$ cat config.mk
export PLATFORM = sky130hd
export DESIGN_NAME = demux1_8_deser
export DESIGN_NICKNAME = d
export VERILOG_FILES = /design/src/rtl/demux1_8_deser.sv
export SDC_FILE = /design/constraint.sdc
export NUM_CORES = 1
export LEC_CHECK = 0
export ABC_CLOCK_PERIOD_IN_PS = 1900
export CORE_AREA = 2 2 54 56
export DETAILED_ROUTE_END_ITERATION = 8
export DIE_AREA = 0 0 56 58
export PLACE_DENSITY = 0.74
export SLEW_MARGIN = 30
export SYNTH_ARGS = -nofsm -noshare
export SYNTH_HDL_FRONTEND = slang
export SYNTH_SLANG_ARGS = --single-unit
$ cat constraint.sdc
create_clock -name clk -period 1.9 [get_ports clk]
set_clock_uncertainty 0.15 [all_clocks]
set_input_delay 0.38 -clock clk [delete_from_list [all_inputs] [get_ports clk]]
set_output_delay 0.38 -clock clk [all_outputs]
set_load 0.005 [all_outputs]
$ cat src/rtl/demux1_8_deser.sv
// demux1_8_deser: serial-to-parallel deserializer.
// Each accepted bit is steered by a 3-bit slot counter through a 1:8 decode
// into an assembly register. A finished byte moves into a one-entry output
// buffer that the consumer drains with a valid/ready handshake.
module demux1_8_deser #(
  parameter bit MSB_FIRST = 1'b0
) (
  input  logic       clk,
  input  logic       reset,
  input  logic       bit_valid,
  input  logic       bit_in,
  output logic       bit_ready,
  input  logic       flush,
  output logic [7:0] out_word,
  output logic       out_valid,
  input  logic       out_ready,
  output logic [7:0] slot_onehot,
  output logic [2:0] bit_count
);

  logic [2:0] count_reg;
  logic [7:0] asm_reg;
  logic [7:0] asm_next;
  logic [7:0] word_reg;
  logic       valid_reg;
  logic [2:0] slot_idx;
  logic       accept;
  logic       take;
  logic       complete;

  // Slot order is reversed for MSB-first streams.
  assign slot_idx = MSB_FIRST ? (3'd7 - count_reg) : count_reg;

  // Only the bit that completes a byte can stall; it waits until the
  // output buffer is free or being drained in the same cycle.
  assign bit_ready = !((count_reg == 3'd7) && valid_reg && !out_ready);
  assign accept    = bit_valid && bit_ready;
  // A flush discards whatever bit is accepted alongside it.
  assign take      = accept && !flush;
  assign complete  = take && (count_reg == 3'd7);

  // 1:8 demux: decode the slot and merge the incoming bit into that slot only.
  genvar gi;
  generate
    for (gi = 0; gi < 8; gi++) begin : g_slot
      assign slot_onehot[gi] = (slot_idx == 3'(gi));
      assign asm_next[gi]    = (take && slot_onehot[gi]) ? bit_in : asm_reg[gi];
    end
  endgenerate

  // Partial-byte state: slot counter and assembly register.
  always_ff @(posedge clk or negedge reset) begin
    if (!reset) begin
      count_reg <= 3'd0;
      asm_reg   <= 8'd0;
    end else if (flush) begin
      count_reg <= 3'd0;
      asm_reg   <= 8'd0;
    end else if (take) begin
      count_reg <= count_reg + 3'd1;
      asm_reg   <= complete ? 8'd0 : asm_next;
    end
  end

  // Output buffer: load on completion, otherwise clear valid when consumed.
  always_ff @(posedge clk or negedge reset) begin
    if (!reset) begin
      word_reg  <= 8'd0;
      valid_reg <= 1'b0;
    end else if (complete) begin
      word_reg  <= asm_next;
      valid_reg <= 1'b1;
    end else if (valid_reg && out_ready) begin
      valid_reg <= 1'b0;
    end
  end

  assign out_word  = word_reg;
  assign out_valid = valid_reg;
  assign bit_count = count_reg;

endmodule

# Word-level counts from Yosys, hierarchy flattened
# Index checks and enable logic that the tools add are counted.
word_totals:
  ff_bits: 20
  input_bits: 6
  output_inout_bits: 21
  wordCells: 46
classes:
  n_addsub: 1
  eq_ne: 7
  mux: 15
  reduce_logical: 19
ops:
  columns: ["operator", "n"]
  rows:
  - ["two-way mux 8 bit", 3]
  - ["logical AND 1 bit", 13]
  - ["equality test 3 bit, second input constant", 4]
  - ["two-way mux 1 bit", 10]
  - ["equality test 3 x 2 -> 1 bit, second input constant", 2]
  - ["two-way mux 3 bit", 2]
  - ["nonzero test 2 bit", 2]
  - ["adder 3 x 1 -> 3 bit, second input constant", 1]
  - ["equality test 3 x 1 -> 1 bit, second input constant", 1]
  - ["zero test 1 bit", 3]
  - ["zero test 3 bit", 1]

# Depth between registers and ports, before layout
# Gate-level depths: netlist of run 1.
logic_depth:
  ltp_word: 11
  mapped_depth: 7
  ltp_nobuf: 6

# Least setup slack after synthesis of run 1
# OpenSTA, ideal clock, no wires.
synth_path:
  path_type: "register to register"
  from: "register count_reg[0], in the netlist bit_count[0]"
  to: "register asm_reg[3]"
  setup_time_ps: 126
  arrival_time_ps: 1571
  required_ps: 1624
  path_slack_ps: 53
  path_stages_with_launch: 7
  n_path_buf: 0
  period_less_slack_ps: 1847
  cell_sequence: "dfrtp_1 -> ha_1 -> ha_1 -> and3b_1 -> inv_2 -> a21oi_2 -> a221o_1"
synth_between:
  elab_chain_cells: 11
  elab_cells_between_ends: 14
  classes_between: "2 x eq/ne; 4 x mux; 8 x reduce/logical"
synth_rtl:
  columns: ["element", "line", "source"]
  rows:
  - ["start: declaration", "21", "logic [2:0] count_reg;"]
  - ["start signal: assignment", "60", "count_reg <= count_reg + 3'd1;"]
  - ["equality test 3 bit *", null, null]
  - ["named net slot_onehot[7]", "17", "output logic [7:0] slot_onehot,"]
  - ["logical AND 1 bit * (2 in a row)", "36", "assign bit_ready = !((count_reg == 3'd7) && valid_reg && !out_ready);"]
  - ["zero test 1 bit *", "36", null]
  - ["named net bit_ready", "12", "output logic bit_ready,"]
  - ["logical AND 1 bit *", "37", "assign accept = bit_valid && bit_ready;"]
  - ["logical AND 1 bit *", "39", "assign take = accept && !flush;"]
  - ["logical AND 1 bit", "47", "assign asm_next[gi] = (take && slot_onehot[gi]) ? bit_in : asm_reg[gi];"]
  - ["two-way mux 1 bit", "47", null]
  - ["two-way mux 8 bit", "61", "asm_reg <= complete ? 8'd0 : asm_next;"]
  - ["two-way mux 8 bit", "59", "end else if (take) begin"]
  - ["two-way mux 8 bit", "56", "end else if (flush) begin"]
  - ["end signal: assignment", "61", null]
  - ["end: declaration", "22", "logic [7:0] asm_reg;"]
# The timed path passes the listed nets; every way through them passes the cells marked *. The select of a mux whose other input is x is not followed.
# A chain may end at the register's enable or synchronous reset.

# Worst setup path after layout of run 1
layout_path:
  from: "register count_reg[1], in the netlist bit_count[1]"
  to: "output bit_ready"
layout_between:
  elab_chain_cells: 4
layout_rtl:
  columns: ["element", "line"]
  rows:
  - ["equality test 3 bit", "36"]
  - ["logical AND 1 bit (2 in a row)", "36"]
  - ["zero test 1 bit", "36"]
  - ["end: declaration", "12"]
# Every way passes these cells.

==> flow_summary.yaml, run 1 <==
pwr:
  p_leak_nw: 0.969
  ir_worst_vdd_mv: 0.357
  p_sw_share_pct: 26.9
  clock_power_share_pct: 25.6
  power.density_nw_per_um2: 412
  p_switching_mw: 0.220
  p_seq_share_pct: 51.0
  intPower_mw: 0.599
  comb_power_share_pct: 23.4
clocking:
  tritoncts: "yes"
  clkSinkCount: 19
  clock_latency_ns: 0.31
  clockBufferDepth: 2
  cts_max_level: 1
  clk_pin_slew_ns: 0.11
  cts_hold_buf: 0
  cts_root_buffer: "clkbuf_4"
  numCtsBuffers: 3
sta:
  slew_viol_final: 0
  finalHoldViolCount: 0
  slew_headroom_pct: 66.6
  whs_ns: 0.249
  tightest_slew_ns: 0.501
  final.period_utilization_pct: 107
  fin_crit_ns: 2.03
  setup_violations: 10
  rsz0062_at_grt: "true"
  fmax_ghz: 0.493
  fin_ws_ns: -0.129
synth:
  synth_top_area_cell: "dfrtp_1"
  seq_area_frac_synth_pct: 37.5
  syn_nets: 129
  synth_edf_count: 0
  syn-cell-area_um2: 1270
  synth.avg_cell_area_um2: 10.8
  synth_ff_type: "dfrtp_1"
  yosys_warnings: 0
  yosys.cell_count.top_type: "dfrtp_1"
  synthTopCellsByCount: "19 x dfrtp_1, 8 x a21oi_1"
  synth_top_cell_area_share_pct: 37.5
  syn_inst: 117
  ys_types: 35
  synthArstFlopShare_pct: 100
  synth_area_leaders: "dfrtp_1 37%, ha_1 5.9%, a211o_1 4.1%"
  ys_ff_latch: 19
global_route:
  use_met2_pct: 39.3
  grt.met3_usage_pct: 4.24
  top_usage_layer: "met2"
  grt_use_met1_pct: 29.6
  grt_overflow_total: 0
  grt_pass1_vias: 1199
  antenna_found_initial: 0
  grt_max_degree: 20
  grt.total_usage_pct: 23.1
  grt_pass1_wl_um: 5820
routing:
  wl_per_cell_um: 18.6
  viasPerCell: 6.01
  drt_iter0_markers: 25
  ant_nets: 0
  drt_wl_total_um: 3780
  dr.pass1.iters: 4
  via_count: 1220
  drc_errors: 0
status:
  violations: "setup timing"
  status: "finished with violations"
setup_path:
  crit_arrival_ns: 1.50
  slowest_stage: "dfrtp_1"
  crit_chain: "ha_4, ha_4, and3b_2, inv_2, buf_2"
  crit_fanout: 2
  start_kind: "flop"
  crit_buf_inv: 2
  crit_top_cell: "ha_4"
  crit_path_max_incr_delay_ns: 0.44
  crit_required_ns: 1.37
  crit_type: "reg -> out"
  worstSetupEndpointType: "output pin"
  cpLargestDelayFamily: "flip-flops"
min_path:
  hp-class: "in -> async"
placed_design:
  hpwl_um: 2350
  portBuffers: 26
  pre_cts_slack_ns: -0.307
  gp_congestion: 0.793
floorplan:
  start_util_pct: 47.7
  fp-row-count: 19
  core_um2: 2660
  die_w_um: 56
  die_h_um: 58
  die_area_um2: 3250
  pin_count: 27
final_layout:
  area_delta_synth_final_pct: 56.7
  drive_gt1_share_pct: 50.0
  largest_reg_flops: 8
  diodes: 0
  fin_nets: 185
run:
  max_cap_viol_count: 0
## path summary, 6_finish.rpt
kind / from / to / slack [ns] / cells past startpoint
max: bit_count[1] / bit_ready / -0.13 / 5
min: reset / out_word[5] / 0.25 / 2
max reg2reg: bit_count[1] / asm_reg[3] / -0.06 / 8
min reg2reg: asm_reg[3] / asm_reg[3] / 0.38 / 1
max in group asynchronous: reset / asm_reg[3] / 1.15 / 2
min in group clk: asm_reg[3] / asm_reg[3] / 0.38 / 1
## per-stage QoR
stage | utilization, % | total power, mW | cell area, µm² | instances | TNS (ns)
finish | 74.7 | 0.819 | 1990 | 203 | -0.518
global placement | 61.4 | 0.557 | 1630 | 183 | -1.88
floorplan | - | 0.482 | 1270 | 117 | 0
CTS | 67.6 | 0.792 | 1800 | 197 | -0.844
detailed placement | 61.4 | 0.562 | 1630 | 183 | -2.71
global route | 74.7 | 0.864 | 1990 | 203 | -1.13
## kinds of logic (layout without fill, tap and decap cells)
logic type      Yosys count  in the layout  share of synthesized area (%)
flops                    19             19                           37.5
compound gates           22             22                           12.1
buf+inv                  15             70                           7.20
simple gates             55             55                           37.3
fa+ha+maj                 6              6                           5.92
## repair_timing
| action | in CTS | in global routing |
|---|---|---|
| setup buffers | 10 | 7 |
| endpoints found under the setup margin | 18 | 25 |
| pin swaps | 6 | 12 |
| gates cloned | 0 | 0 |
| resized for setup | 63 | 32 |
## power by group through the flow
stage                     combinational (mW)  sequential [mW]  clock [mW]
after global routing                   0.204            0.419       0.242
after floorplan                       0.0568            0.425           0
after detailed placement               0.140            0.423           0
final                                  0.192            0.417       0.210
after global placement                 0.135            0.422           0
after CTS                              0.168            0.416       0.209
## layout make-up
| type | instances | area, µm² |
|---|---|---|
| inverter | 6 | 32.5 |
| multi-input combinational | 83 | 878 |
| timing repair buffer | 60 | 537 |
| sequential | 19 | 475 |
| fill | 178 | 674 |
| tap | 31 | 38.8 |
| clock buffer | 4 | 26.3 |
## layout by cell type (no fill, tap or decap), types with 2 or more instances in the layout
cell             netlist  final
buf_4                  2     23
dfrtp_1               19     19
clkdlybuf4s50_1        0     14
buf_6                  3     14
a21oi_2                1      7
nor3_1                 6      6
a211o_1                6      6
ha_4                   0      6
buf_2                  4      6
nor4_1                 6      5
and3_4                 0      5
and2b_1                4      4
inv_1                  5      3
and2_4                 1      3
nor4b_2                2      3
nor4b_1                4      3
and4bb_1               3      3
and4b_1                3      3
nand2_1                3      3
and4bb_2               3      3
clkbuf_4               0      3
inv_6                  0      2
and3b_1                3      2
nor2b_1                2      2
nor4bb_4               0      2
and4bb_4               2      2
o21ai_0                2      2
## routing by layer
metal | part of all wire [%] | vias up
li1 | - | 556
met1 | 41 | 608
met2 | 51 | 47
met3 | 5.4 | 9
met4 | 2.1 | 0
met5 | 0 | -
No activity file was read; power rests on OpenSTA's default activity.
==> run 2, diff against run 1 <==
Settings changed: GPL_ROUTABILITY_DRIVEN set to 0.
==> results of run 2 <==
Same layout as run 1: the final DEF is identical, and so are final timing and power.
==> run 3, diff against run 2 <==
Settings changed: ABC_AREA set to 1, CORE_AREA 2 2 54 56 to 2 2 51 53, CTS_CLUSTER_SIZE set to 30, DIE_AREA 0 0 56 58 to 0 0 53 55.
==> run 3 against run 2 <==
  * The flow now finishes without violations
  * Routed wire length down 20%
  * Die area fell by 10%
  * Flip-flop and latch count unchanged
  * Combinational power decreased by 3%
  * Non-clock buffer count fell by 7
  * Maximum frequency grew 7.3%
  * Sequential power grew 1%
  * Cell area fell by 14%
  * Critical path depth fell by 1
  * Core utilization is 2.1 points lower
  * Global-route usage up 0.14 points
  * Critical endpoint is now slot_onehot[3]
  * Largest cell class unchanged
  * Highest routed layer unchanged
==> flow_summary.yaml, run 3 <==
clocking:
  cts_max_level: 1
  numCtsBuffers: 3
  clock_latency_ns: 0.30
  clkSinkCount: 19
  clockBufferDepth: 2
  cts_hold_buf: 0
  cts_root_buffer: "clkbuf_4"
  clk_pin_slew_ns: 0.12
  tritoncts: "yes"
synth:
  syn_nets: 149
  yosys_warnings: 0
  synth_edf_count: 0
  yosys.cell_count.top_type: "nand2_1"
  ys_types: 17
  synth_top_cell_area_share_pct: 43.2
  syn-cell-area_um2: 1100
  syn_inst: 137
  synth.avg_cell_area_um2: 8.04
  synth_area_leaders: "dfrtp_1 43%, nand2_1 15%, nand4_1 8.5%"
  ys_ff_latch: 19
  synth_ff_type: "dfrtp_1"
  seq_area_frac_synth_pct: 43.2
  synth_top_area_cell: "dfrtp_1"
  synthTopCellsByCount: "43 x nand2_1, 21 x inv_1, 19 x dfrtp_1, 15 x nand4_1, 14 x nand3_1"
  synthArstFlopShare_pct: 100
placed_design:
  pre_cts_slack_ns: -0.104
  dp.cells: 204
  portBuffers: 26
  hpwl_um: 1970
routing:
  drt_iter0_markers: 33
  dr.pass1.iters: 4
  ant_nets: 0
  wl_per_cell_um: 13.8
  viasPerCell: 5.18
  via_count: 1145
  drt_wl_total_um: 3040
  drc_errors: 0
pwr:
  intPower_mw: 0.582
  p_seq_share_pct: 50.9
  ir_worst_vdd_mv: 0.336
  p_sw_share_pct: 29.5
  p_leak_nw: 0.893
  comb_power_share_pct: 22.5
  p_switching_mw: 0.244
  clock_power_share_pct: 26.5
  power.density_nw_per_um2: 481
sta:
  slew_headroom_pct: 81.1
  final.period_utilization_pct: 99.5
  finalHoldViolCount: 0
  tightest_slew_ns: 0.283
  whs_ns: 0.246
  fin_setup_tns_ns: 0
  fmax_ghz: 0.529
  fin_ws_ns: 0.00873
  rsz0062_at_grt: "true"
  fin_crit_ns: 1.89
  setup_violations: 0
  slew_viol_final: 0
setup_path:
  crit_arrival_ns: 1.36
  crit_required_ns: 1.37
  reg2reg_slack_ns: 0.04
  worstSetupEndpointType: "output pin"
  crit_type: "reg -> out"
  start_kind: "flop"
  reg2reg_depth: 9
  crit_top_cell: "ha_4"
  crit_fanout: 3
  crit_path_max_incr_delay_ns: 0.47
  slowest_stage: "dfrtp_2"
  crit_chain: "ha_4, buf_4, ha_4, buf_6"
  rr_endpoint: "asm_reg[1]"
  rr_startpoint: "bit_count[1]"
final_layout:
  regArea_um2: 479
  fillers: 186
  final_core_utilization_pct: 72.6
  final_common_cell: "nand2_1"
  mostFrequentLayoutCells: "41 x nand2_1, 23 x buf_4, 16 x dfrtp_1"
  largest_reg_flops: 8
  multi_input_area_um2: 634
  fin_nets: 204
  diodes: 0
  drive_gt1_share_pct: 38.7
  area_delta_synth_final_pct: 55.9
  final_cells: 221
floorplan:
  die_w_um: 53
  fp-row-count: 18
  start_util_pct: 46.6
  die_area_um2: 2920
  pin_count: 27
  die_h_um: 55
  core_um2: 2360
run:
  max_cap_viol_count: 0
min_path:
  hp-class: "in -> async"
global_route:
  top_usage_layer: "met2"
  grt_pass1_vias: 1114
  grt.met3_usage_pct: 2.42
  grt_use_met1_pct: 30.5
  antenna_found_initial: 0
  grt.total_usage_pct: 23.2
  grt_pass1_wl_um: 4970
  grt_overflow_total: 0
  grt_max_degree: 20
  use_met2_pct: 39.8
status:
  status: "finished clean"
-- run 3: cell types whose count changed after synthesis, sizes merged, moves of 7 or more --
| cell | previous run | this run |
|---|---|---|
| nand2 | 3 | 44 |
| inv | 6 | 23 |
| nand3 | 1 | 16 |
| nand4 | 0 | 15 |
| a21oi | 9 | 0 |
| and4bb | 8 | 0 |
| nor2 | 0 | 7 |
-- run 3: stage by stage --
stage / total power [mW] / instance area [µm²]
after floorplan: 0.483 / 1100
after global placement: 0.557 / 1490
after detailed placement: 0.561 / 1490
after CTS: 0.800 / 1670
after global routing: 0.857 / 1720
final: 0.826 / 1720
-- run 3: metal layers --
layer  routed length [µm]  share of wire [%]
met5                    0                  0
met4                   20               0.66
met3                  126                4.1
met2                 1570                 52
met1                 1320                 43
-- run 3: worst max-delay path by stage --
| stage | start | end | slack, ns |
|---|---|---|---|
| after floorplan | bit_count[0] | out_word[0] | 0.17 |
| after global placement | out_ready | bit_ready | -0.10 |
| after detailed placement | out_ready | bit_ready | -0.10 |
| after CTS | bit_count[1] | slot_onehot[6] | -0.07 |
| after global routing | bit_count[1] | asm_reg[1] | -0.05 |
| final | bit_count[1] | slot_onehot[3] | 0.009 |
-- run 3: critical path, delay by kind of cell (launching register included) --
family,cells,cell delay (ns)
adder cells (fa/ha/maj),2,0.34
buffers and inverters,2,0.25
flip-flops,1,0.47
-- run 3: repair_timing --
item | in CTS | in global routing
pin swaps | 8 | 13
hold endpoints to repair | 0 | 0
buffers inserted | 10 | 6
gates cloned | 0 | 0
endpoints found under the setup margin | 17 | 21
resized for setup | 65 | 14
-- run 3: logic make-up after synthesis --
kind of cell | Yosys count | share of synthesized area (%)
adder cells (fa/ha/maj) | 6 | 6.82
buffers and inverters | 26 | 9.43
AO/OA/AOI/OAI | 4 | 2.84
AND/OR/NAND/NOR | 82 | 37.7
flip-flops | 19 | 43.2
-- run 3: cell type report --
class	instances	share of cell area, %
multi-input cells	92	37.0
flip-flops and latches	19	27.9
repair buffers	53	25.7
inverters	23	5.61
well taps	30	2.19
clock buffers	3	1.31
clock inverters	1	0.292
-- run 3: power by group through the flow --
stage	logic (mW)	registers, mW	clock network (mW)
floorplan	0.0573	0.425	0
global route	0.202	0.422	0.233
CTS	0.167	0.420	0.213
finish	0.186	0.421	0.219
detailed placement	0.137	0.424	0
global placement	0.134	0.423	0
